File: config.mk
export PLATFORM = sky130hd
export DESIGN_NAME = config_loader
export DESIGN_NICKNAME = d
export VERILOG_FILES = /design/src/rtl/config_loader.sv
export SDC_FILE = /design/constraint.sdc
export NUM_CORES = 1
export LEC_CHECK = 0
export CORE_AREA = 2 2 84 167
export CTS_BUF_LIST = sky130_fd_sc_hd__clkbuf_8 sky130_fd_sc_hd__clkbuf_16
export CTS_CLUSTER_DIAMETER = 100
export CTS_CLUSTER_SIZE = 10
export DETAILED_ROUTE_END_ITERATION = 12
export DIE_AREA = 0 0 86 169
export HOLD_SLACK_MARGIN = 0.08
export PLACE_DENSITY = 0.48
export SLEW_MARGIN = 10
export SYNTH_ARGS = -nofsm -noshare
export SYNTH_HDL_FRONTEND = slang
export SYNTH_SLANG_ARGS = --single-unit
File: constraint.sdc
create_clock -name clk -period 2.71 [get_ports clk]
set_input_delay 0.542 -clock clk [delete_from_list [all_inputs] [get_ports clk]]
set_output_delay 0.542 -clock clk [all_outputs]
set_load 0.02 [all_outputs]
File: src/rtl/config_loader.sv
// -----------------------------------------------------------------------------
// config_loader
//
// Byte-stream configuration loader. Consumes 4-byte frames from a valid/ready
// byte channel and issues one single-cycle write per frame onto the tile
// configuration bus shared by all PE tiles.
//
// Frame: B0 = address, B1 = {op[1:0], data[21:16]}, B2 = data[15:8],
//        B3 = data[7:0].  op 00 = write, 11 = end of configuration,
//        01/10 = illegal.
//
// Ports:
//   clk, rst_n          clock, asynchronous active-low reset
//   start               one-cycle pulse; begins a load from IDLE/DONE/ERR
//   in_data, in_valid   stream byte and its qualifier
//   in_ready            loader accepts a byte (pure decode of the state)
//   config_en           one-cycle write strobe to the tiles
//   config_addr         target tile address (registered, held between writes)
//   config_data         22-bit configuration word (registered, held)
//   busy                a load is in progress
//   done                end frame seen (sticky until start/reset)
//   error               protocol error seen (sticky until start/reset)
//   frame_count         writes issued since the last start (saturating)
// -----------------------------------------------------------------------------
module config_loader #(
    parameter int NUM_TILES = 16
) (
    input  logic        clk,
    input  logic        rst_n,
    input  logic        start,
    input  logic [7:0]  in_data,
    input  logic        in_valid,
    output logic        in_ready,
    output logic        config_en,
    output logic [7:0]  config_addr,
    output logic [21:0] config_data,
    output logic        busy,
    output logic        done,
    output logic        error,
    output logic [15:0] frame_count
);

    typedef enum logic [2:0] {
        S_IDLE,
        S_ADDR,
        S_D1,
        S_D2,
        S_D3,
        S_ISSUE,
        S_DONE,
        S_ERR
    } state_t;

    // One bit wider than a byte so NUM_TILES = 256 accepts every address.
    localparam logic [8:0] TILE_LIMIT = 9'(NUM_TILES);

    localparam logic [1:0] OP_WRITE = 2'b00;
    localparam logic [1:0] OP_END   = 2'b11;

    state_t      state_q,       state_d;
    logic [7:0]  addr_q,        addr_d;
    logic [1:0]  op_q,          op_d;
    logic [5:0]  data_hi_q,     data_hi_d;
    logic [7:0]  data_mid_q,    data_mid_d;
    logic [7:0]  cfg_addr_q,    cfg_addr_d;
    logic [21:0] cfg_data_q,    cfg_data_d;
    logic        done_q,        done_d;
    logic        error_q,       error_d;
    logic [15:0] frame_count_q, frame_count_d;

    logic accept;

    // Handshake and strobe are decoded from the registered state only, so
    // reset drops them immediately and in_ready never depends on in_valid.
    assign in_ready = (state_q == S_ADDR) || (state_q == S_D1) ||
                      (state_q == S_D2)   || (state_q == S_D3);
    assign accept    = in_valid && in_ready;
    assign config_en = (state_q == S_ISSUE);
    assign busy      = in_ready || config_en;

    assign config_addr = cfg_addr_q;
    assign config_data = cfg_data_q;
    assign done        = done_q;
    assign error       = error_q;
    assign frame_count = frame_count_q;

    always_comb begin
        state_d       = state_q;
        addr_d        = addr_q;
        op_d          = op_q;
        data_hi_d     = data_hi_q;
        data_mid_d    = data_mid_q;
        cfg_addr_d    = cfg_addr_q;
        cfg_data_d    = cfg_data_q;
        done_d        = done_q;
        error_d       = error_q;
        frame_count_d = frame_count_q;

        case (state_q)
            S_IDLE, S_DONE, S_ERR: begin
                if (start) begin
                    state_d       = S_ADDR;
                    done_d        = 1'b0;
                    error_d       = 1'b0;
                    frame_count_d = '0;
                end
            end

            S_ADDR: begin
                if (accept) begin
                    if ({1'b0, in_data} < TILE_LIMIT) begin
                        addr_d  = in_data;
                        state_d = S_D1;
                    end else begin
                        error_d = 1'b1;
                        state_d = S_ERR;
                    end
                end
            end

            S_D1: begin
                if (accept) begin
                    op_d      = in_data[7:6];
                    data_hi_d = in_data[5:0];
                    if ((in_data[7:6] == OP_WRITE) || (in_data[7:6] == OP_END)) begin
                        state_d = S_D2;
                    end else begin
                        error_d = 1'b1;
                        state_d = S_ERR;
                    end
                end
            end

            S_D2: begin
                if (accept) begin
                    data_mid_d = in_data;
                    state_d    = S_D3;
                end
            end

            S_D3: begin
                if (accept) begin
                    if (op_q == OP_END) begin
                        // Payload of an end frame is consumed but discarded.
                        done_d  = 1'b1;
                        state_d = S_DONE;
                    end else begin
                        // The bus registers load on entry to ISSUE so address
                        // and data are valid in the same cycle as config_en.
                        cfg_addr_d = addr_q;
                        cfg_data_d = {data_hi_q, data_mid_q, in_data};
                        state_d    = S_ISSUE;
                    end
                end
            end

            S_ISSUE: begin
                if (frame_count_q != 16'hFFFF) begin
                    frame_count_d = frame_count_q + 16'd1;
                end
                state_d = S_ADDR;
            end

            default: begin
                state_d = S_IDLE;
            end
        endcase
    end

    always_ff @(posedge clk or negedge rst_n) begin
        if (!rst_n) begin
            state_q       <= S_IDLE;
            addr_q        <= '0;
            op_q          <= '0;
            data_hi_q     <= '0;
            data_mid_q    <= '0;
            cfg_addr_q    <= '0;
            cfg_data_q    <= '0;
            done_q        <= 1'b0;
            error_q       <= 1'b0;
            frame_count_q <= '0;
        end else begin
            state_q       <= state_d;
            addr_q        <= addr_d;
            op_q          <= op_d;
            data_hi_q     <= data_hi_d;
            data_mid_q    <= data_mid_d;
            cfg_addr_q    <= cfg_addr_d;
            cfg_data_q    <= cfg_data_d;
            done_q        <= done_d;
            error_q       <= error_d;
            frame_count_q <= frame_count_d;
        end
    end

endmodule

==> Word-level counts from Yosys, hierarchy flattened <==
Cells that the tools add are included.
{ "op_classes": {"add_sub_neg": 1, "eq_ne": 19, "mux": 21, "bitwise": 1, "n_lt_le_gt_ge": 1, "reduce_logical": 20} }
{ "op_table": {"columns": ["op", "count"], "rows": [
  ["16-bit two-way mux", 2],
  ["16-bit case mux with 2 select lines", 1],
  ["3-bit two-way mux", 7],
  ["3-bit case mux with 6 select lines", 1],
  ["16-bit by 1-bit adder with 16-bit output, second input constant", 1],
  ["16-bit inequality test, second input constant", 1],
  ["2-bit inequality test, second input constant", 7],
  ["3-bit equality test, second input constant", 4],
  ["3-bit AND reduction", 3],
  ["8-bit by 5-bit less-than comparator with 1-bit output, second input constant", 1],
  ["1-bit two-way mux", 7],
  ["3-bit by 2-bit equality test with 1-bit output, second input constant", 2],
  ["6-bit AND reduction", 1],
  ["1-bit logical OR", 5],
  ["5-bit AND reduction", 1],
  ["2-bit equality test, second input constant", 2],
  ["2-bit by 1-bit inequality test with 1-bit output, second input constant", 2],
  ["2-bit AND reduction", 2],
  ["4-bit AND reduction", 1],
  ["2-bit nonzero test", 2],
  ["3-bit by 1-bit equality test with 1-bit output, second input constant", 1],
  ["3-bit zero test", 1],
  ["1-bit case mux with 3 select lines", 1],
  ["3-bit nonzero test", 1],
  ["other kinds (6)", 6]
]} }
{ "word_totals": {"in_bits": 12, "out_inout_bits": 51, "regBits": 75, "word_cells": 73} }

==> Logic depth before layout (Yosys ltp) <==
Gate-level depths: netlist (run 1).
{ "logic_depth": {"depth_word": 7, "ltp_mapped": 7, "mapped_depth_nobuf": 7} }

==> Least setup slack after synthesis (run 1) <==
OpenSTA, ideal clock, no wires.
{ "synth_timing": {"path_type": "register to register", "from": "register frame_count_q[0], in the netlist frame_count[0]", "to": "register frame_count_q[0], in the netlist frame_count[0]", "path_stages_with_launch": 7, "slack_ns": 0.621, "synth_period_minus_slack_ns": 2.089, "n_path_buf": 1, "arrival_ns": 1.964, "setup_ns": 0.125, "required_ns": 2.585, "cell_sequence": "dfrtp_1 -> ha_1 -> nand2_1 -> nor4bb_1 -> a21o_4 -> buf_6 -> mux2_2"} }
{ "synth_between": {"elab_chain_len": 3, "word_cells_on_any_way": 6, "classes_between": "add/sub: 1; eq/ne: 2; mux: 2; reduce/logical: 1"} }
{ "synth_lines": {"columns": ["element", "line", "rtl"], "rows": [
  ["start, declared", "69", "logic [15:0] frame_count_q, frame_count_d;"],
  ["start signal, assigned", "192", "frame_count_q <= frame_count_d;"],
  ["16-bit by 1-bit adder with 16-bit output or 16-bit inequality test (tied branches)", "159, 158", null],
  ["16-bit two-way mux or 2-bit by 1-bit inequality test with 1-bit output (tied branches)", null, null],
  ["16-bit case mux with 2 select lines or 3-bit AND reduction (tied branches)", null, null]
]} }
Parallel ways exist; a longest one is shown, timed or not. The select of a mux whose other input is x is not followed.
A chain may end at the register's enable or synchronous reset.

==> Worst setup path in the final report (run 1) <==
{ "layout_timing": {"from": "register state_q[1]", "to": "output in_ready"} }
{ "layout_between": {"elab_chain_len": 4, "word_cells_on_any_way": 7, "classes_between": "eq/ne: 4; reduce/logical: 3"} }
{ "layout_lines": {"columns": ["element", "line", "rtl"], "rows": [
  ["start, declared", "60", "state_t state_q, state_d;"],
  ["start signal, assigned", "183", "state_q <= state_d;"],
  ["3-bit by 1-bit equality test with 1-bit output or 3-bit by 2-bit equality test with 1-bit output (tied branches)", "75", "assign in_ready = (state_q == S_ADDR) || (state_q == S_D1) ||"],
  ["1-bit logical OR (2 in a row)", "75", null],
  ["1-bit logical OR (*)", "76", "(state_q == S_D2) || (state_q == S_D3);"],
  ["end, declared", "33", "output logic in_ready,"]
]} }
Mark *: on every way between the ends. The rest lies on a longest branch, timed or not.

==> results of run 1 <==
## synth_stat cells, types with 2 or more instances
| library cell | count | area [um2] |
|---|---|---|
| inv_1 | 5 | 18.8 |
| dfrtp_1 | 75 | 1880 |
| nor3_1 | 3 | 15.0 |
| or3_1 | 4 | 25.0 |
| and3_1 | 3 | 18.8 |
| mux2_2 | 48 | 541 |
| o21ai_0 | 17 | 85.1 |
| o31ai_1 | 2 | 15.0 |
| a21oi_1 | 8 | 40.0 |
| ha_1 | 2 | 25.0 |
| nor4_1 | 5 | 31.3 |
| nand3b_1 | 2 | 15.0 |
| buf_6 | 2 | 22.5 |
| nor3b_1 | 2 | 15.0 |
| nand4_1 | 4 | 25.0 |
| nand2_1 | 21 | 78.8 |
| and4_1 | 2 | 17.5 |
| xor2_1 | 2 | 17.5 |
| nand3_1 | 11 | 55.1 |
| buf_1 | 2 | 7.51 |
| and2_1 | 3 | 18.8 |
| nor2_1 | 11 | 41.3 |
| clkbuf_1 | 5 | 18.8 |
| o211ai_1 | 2 | 15.0 |
| xnor2_1 | 4 | 35.0 |
| or4_1 | 2 | 15.0 |
| mux2i_1 | 3 | 30.0 |
## sequential cells by signal, indices dropped and copies added, names as in the netlist
name / flops
done: 1
state_q: 3
error: 1
op_q: 2
config_data: 22
addr_q: 8
frame_count: 16
data_hi_q: 6
config_addr: 8
data_mid_q: 8
## final cells by class
cell class	count	share of cell area, %
flip-flops and latches	75	42.9
inverters	5	0.429
multi-input cells	175	29.8
clock buffers	11	5.77
repair buffers	71	15.7
well taps	155	4.43
clock inverters	5	1.03
## cells by family after synthesis
| group | share of synthesized area [%] |
|---|---|
| XOR/XNOR | 1.61 |
| buffers and inverters | 2.23 |
| AND/OR/NAND/NOR | 13.1 |
| flip-flops | 57.6 |
| multiplexers | 17.5 |
| adder cells (fa/ha/maj) | 0.769 |
| AO/OA/AOI/OAI | 7.07 |
## metal layers
metal / global-route usage [%] / vias up
li1: - / 1108
met1: 14.6 / 1150
met2: 15.9 / 69
met3: 2.39 / 13
met4: 5.94 / 0
met5: 0 / -
## power by group through the flow
stage               clock network (uW)  logic [uW]  registers (uW)
global placement                     0        1730            1740
floorplan                            0         833            1950
detailed placement                   0        1740            1770
CTS                               1200        1750            1750
global route                      1250        1880            1800
finish                            1160        1730            1740
## stage by stage
step | worst slack (ns) | cell area (um2)
after floorplan | 0.621 | 3260
after global placement | 0.114 | 4080
after detailed placement | 0.106 | 4080
after CTS | 0.193 | 4380
after global routing | 0.0897 | 4380
final | 0.212 | 4380
## critical path: stages (launching register included)
cell	delay [ns]
dfrtp_1	0.40
buf_4	0.19
nor2_1	0.25
xnor2_1	0.16
clkdlybuf4s50_1	0.62
## worst max-delay path by stage
stage | startpoint | to | slack (ns) | cells past startpoint
after floorplan | frame_count[0] | frame_count[0] | 0.62 | 6
after global placement | start | frame_count[6] | 0.11 | 6
after detailed placement | start | frame_count[6] | 0.11 | 6
after CTS | state_q[1] | in_ready | 0.19 | 4
after global routing | state_q[0] | config_en | 0.09 | 3
final | state_q[1] | in_ready | 0.21 | 4
==> metrics.md, run 1 <==
| Metric | Value |
|---|---|
| Status | finished clean |
| Synth Flop Type | dfrtp_1 |
| Reg2Reg Depth | 5 |
| Root buf cell | clkbuf_16 |
| Worst setup SP type | flip-flop |
| DR WL/cell | 14.8 um |
| Max clock buf depth | 2 |
| Antenna violations before repair | 0 |
| Max H-tree Level | 3 |
| Final hold slack | roughly 0.36 ns |
| MaxCap Viol Count | 0 |
| Final setup viols | 0 |
| RePlAce Congestion | between 0.7 and 0.8 |
| Synthesized net count | between 200 and 300 |
| Logic gate share of total power | between 30 and 40% |
| Worst R2R End | frame_count[0] |
| Sw Share | between 30% and 40% |
| Number of enable flip-flop cells after synthesis | 0 |
| Detail Route Antenna Nets | 0 |
| Grt total ovfl | 0 |
| Worst-margin pin slew | between 0.9 and 1 ns |
| Vias in the first global route | 2306 |
| Metal3 WL | approximately 430 um |
| Final hold vios | 0 |
| Final slew viol count | 0 |
| WL met2 | roughly 3300 um |
| LEAKAGE | about 0.0019 uW |
| Slew HR | 37.0% |
| Commonest non-fill, non-tap cell in the layout | dfrtp_1 |
| Global-route wire length before repair | approximately 12000 um |
| Synthesized instance count | 265 |
| Power Density | around 1100 nW/um2 |
| Period utilisation layout | roughly 92% |
| Post-CTS Setup Bufs | 0 |
| Max Freq | ~400 MHz |
| N_diodes | 0 |
| Worst Hold Class | primary input to async pin |
| Met1 wire length | 3430 um |
| Port Buf Inserts | 62 |
| Int Power | 3070 uW |
| Asr flop ratio synth | 100% |
| Post-CTS Resized | 0 |
| Sequential area share after synthesis | 57.6% |
| Req. time, crit path | around 2.2 ns |
| Synthesized area per cell | between 10 and 15 um2 |
| Setup_tns | 0 ns |
| Area Overhead vs Synth | 34.5% |
| Overall power | about 4600 uW |
| DRT Pass-1 Iters | 4 |
| Sequential Area | 1880 um2 |
| TritonCTS clock tree | done |
| Die Y | ~170 um |
| Setup slack, reg-to-reg | around 0.56 ns |
| DRT Wirelength | approximately 7400 um |
| Chip width | ~86 um |
| Dpl hpwl | a little over 5000 um |
| Post-Route Skew | roughly 0.0055 ns |
| # rows | 60 |
| Tmin final | 2.50 ns |
| Clock power frac | 25.1% |
| Core area | between 10000 and 15000 um2 |
| Via/cell ratio | approximately 4.7 |
| Clk_lat worst skew | around 0.33 ns |
| Worst flop-to-flop path startpoint | frame_count[0] |
| Initial Util | 24.5% |
| FILL cells | 1294 |
| All-Layer GR Usage | between 10% and 20% |
| Die area | 14500 um2 |
| Placed insts | 481 |
| Area of the multi-input gates | roughly 1300 um2 |
| Layout cells sized above 1 | a little under a quarter |
| Yosys warns | 0 |
| Synthesized cell area | 3260 um2 |
| Most frequent cells in the layout | dfrtp_1 (75), clkdlybuf4s50_1 (61), mux2_2 (48), nand2_1 (21), o21ai_0 (17) |
| Non-filler cells, final | roughly 500 |
| Crit path kind | flip-flop to output pin |
| Cell variety after synth | 42 |
| CTS Buf Count | 9 |
| Post-synthesis register bit count | 75 |
| RSZ-0062 raised after global routing | false |
| P_sw | approximately 1600 uW |
| Max IR drop VDD | between 0.5 and 0.6 mV |
| Iter 0 DRT Violations | just over 100 |
| Clock Sinks | 75 |
| Critical Path AT | between 1.5 and 2 ns |
| Pin count of the biggest net entering global routing | 76 |
| Routed via count | between 2000 and 2500 |
| # DRC | 0 |
| Cts hold-fix bufs | 0 |
| Max Fanout on Critical Path | 15 |
| Crit. End Element | output pin |
| Top Layer Used | met4 |
| Final #Nets | 351 |
| Flop pwr share | between 30% and 40% |
| Layout Utilization | about a third |
| Clk pin slew, worst setup/hold paths | roughly 0.060 ns |
| Boundary Pins | between 60 and 70 |
No activity file was read; power rests on OpenSTA's default activity.
==> run 2: changes to the inputs <==
Settings changed: CTS_CLUSTER_SIZE 10 to not set.
==> results of run 2 <==
Final layout, timing and power as in run 1 (identical DEF).
==> RTL change (config.mk and constraints of run 1) <==
Re-encode `state_t` (8 states) as one-hot, 8 bits wide.
--- a/src/rtl/config_loader.sv
+++ b/src/rtl/config_loader.sv
@@ -40,15 +40,15 @@
     output logic [15:0] frame_count
 );
 
-    typedef enum logic [2:0] {
-        S_IDLE,
-        S_ADDR,
-        S_D1,
-        S_D2,
-        S_D3,
-        S_ISSUE,
-        S_DONE,
-        S_ERR
+    typedef enum logic [7:0] {
+        S_IDLE  = 8'b00000001,
+        S_ADDR  = 8'b00000010,
+        S_D1    = 8'b00000100,
+        S_D2    = 8'b00001000,
+        S_D3    = 8'b00010000,
+        S_ISSUE = 8'b00100000,
+        S_DONE  = 8'b01000000,
+        S_ERR   = 8'b10000000
     } state_t;
 
     // One bit wider than a byte so NUM_TILES = 256 accepts every address.
Check against the original RTL: same outputs for any inputs over 4 cycles, from zero or initial values and one cycle with rst_n low; so few cycles prove little.
==> RTL change against run 1 <==
- sequential share of layout area decreased by 0.30 points
- first-iteration DRC count decreased by 28%
- wire length increased by 12%
- setup slack got worse by 0.097 ns
- utilization increased by 2.5 points
- die area unchanged
- sequential cell count increased by 5
- final area increased by 7.7%
- synthesized area increased by 8.7%
- cell count increased by 6.0%
- critical path type unchanged
- highest routed layer unchanged
Power is not compared: it rests on default switching activity, and its combinational part moved more than twofold at a synthesized area within 25%.
==> RTL change: results (changes against run 1) <==
metric	value	unit	change
hpwl dp	5723	um	+12%
CP max FO	9		-6
period utilization	0.9574		+0.03568
Mapped Nets	312		+12%
FFs w/ async S/R, synth	1.000		unchanged
drt wl/cell	15.64	um	+5.6%
r2r endpoint	state_q[3]$_DFFE_PN0P_		
r2r setup slk	0.49	ns	-0.07 ns
Routability Congestion	0.8383		+7.1%
fillcell total	1268		-2.0%
sequential area share after synthesis	0.5659		-0.01056
first-pass GRT wire length	13750	um	+12%
CTS max path bufs	2		unchanged
Nets	381		+8.5%
R2R Path Start	state_q[3]$_DFFE_PN0P_		
pin count of the biggest net entering global routing	81		+6.6%
DRT iter0 DRCs	73		-28%
max_slew headroom	0.4833		+0.1138
worst-case clock skew	0.007579	ns	+0.002084 ns
Synth area leaders	dfrtp_1 56%, mux2_2 15%, nand2_1 2.8%, o21ai_0 2.7%, a31oi_1 1.6%		
status	finished clean		
distinct cell type count after synthesis	47		+12%
share of layout cells above drive strength 1	0.2339		+0.005801
WP data arrival	2.05	ns	+0.09 ns
most frequent cells after synthesis	79 x dfrtp_1, 48 x mux2_2, 26 x nand2_1		
vias	2631		+12%
[RTL change: cell count changes after synthesis, moves of 3 or more]
| cell | before | now |
|---|---|---|
| dfrtp_1 | 75 | 79 |
| inv_1 | 5 | 9 |
| o21a_1 | 0 | 4 |
| a21o_1 | 0 | 3 |
| nand2_1 | 21 | 26 |
| a31oi_1 | 1 | 9 |
| mux2i_1 | 3 | 0 |
| buf_2 | 1 | 4 |
[RTL change: layout make-up]
| class | count | area share |
|---|---|---|
| tap | 155 | 0.04112 |
| inverter | 9 | 0.007164 |
| clock inverter | 4 | 0.01194 |
| timing repair buffer | 70 | 0.1467 |
| clock buffer | 12 | 0.05651 |
| multi-input combinational | 197 | 0.3110 |
| sequential | 80 | 0.4256 |
[RTL change: worst max-delay path by stage]
stage / from / to / slack (ns) / cells after the start
after global placement: in_data[6] / addr_q[2]$_DFFE_PN0P_ / 0.17 / 7
after detailed placement: in_data[6] / addr_q[2]$_DFFE_PN0P_ / 0.21 / 7
after floorplan: state_q[3]$_DFFE_PN0P_ / state_q[3]$_DFFE_PN0P_ / 0.58 / 5
final: state_q[3]$_DFFE_PN0P_ / in_ready / 0.12 / 5
after global routing: state_q[4]$_DFFE_PN0P_ / in_ready / 0.03 / 5
after CTS: state_q[4]$_DFFE_PN0P_ / in_ready / 0.01 / 5
[RTL change: timing repair]
action	in CTS	in global routing
cloned	0	0
setup buffers	0	0
endpoints found under the setup margin	2	2
resized for setup	2	7
pin swaps	0	0
[RTL change: power groups by stage]
stage / Sequential, mW / Combinational, mW / Clock [mW]
after floorplan: 1.38 / 0.328 / 0
after global placement: 1.38 / 0.573 / 0
after detailed placement: 1.39 / 0.578 / 0
after CTS: 1.37 / 0.577 / 1.33
after global routing: 1.39 / 0.637 / 1.38
final: 1.38 / 0.576 / 1.27
[RTL change: per-stage QoR]
stage	hold WS [ns]	worst slack [ns]	instances	area, um2	power [mW]
final	0.2333	0.1154	527	4716	3.222
after global routing	0.2611	0.02679	527	4716	3.405
after CTS	0.2489	0.009585	527	4695	3.271
after detailed placement	0.4678	0.2095	511	4367	1.968
after global placement	0.4603	0.1661	511	4367	1.955
after floorplan	0.2464	0.5845	298	3540	1.711
[RTL change: cells by family after synthesis]
family,Yosys count,share of synthesized area
and+or+nand+nor,85,0.1294
DFF,80,0.5659
AOI/OAI and AO/OA,59,0.1099
muxes,49,0.1569
buffers and inverters,21,0.02580
xor gates and xnor gates,2,0.004950
adders and majority gates,2,0.007069
[RTL change: metal layers]
| layer | wire (um) | track usage |
|---|---|---|
| met1 | 3768 | 0.1613 |
| met2 | 4036 | 0.1898 |
| met3 | 354 | 0.02438 |
| met4 | 83 | 0.04210 |
| met5 | 0 | 0 |
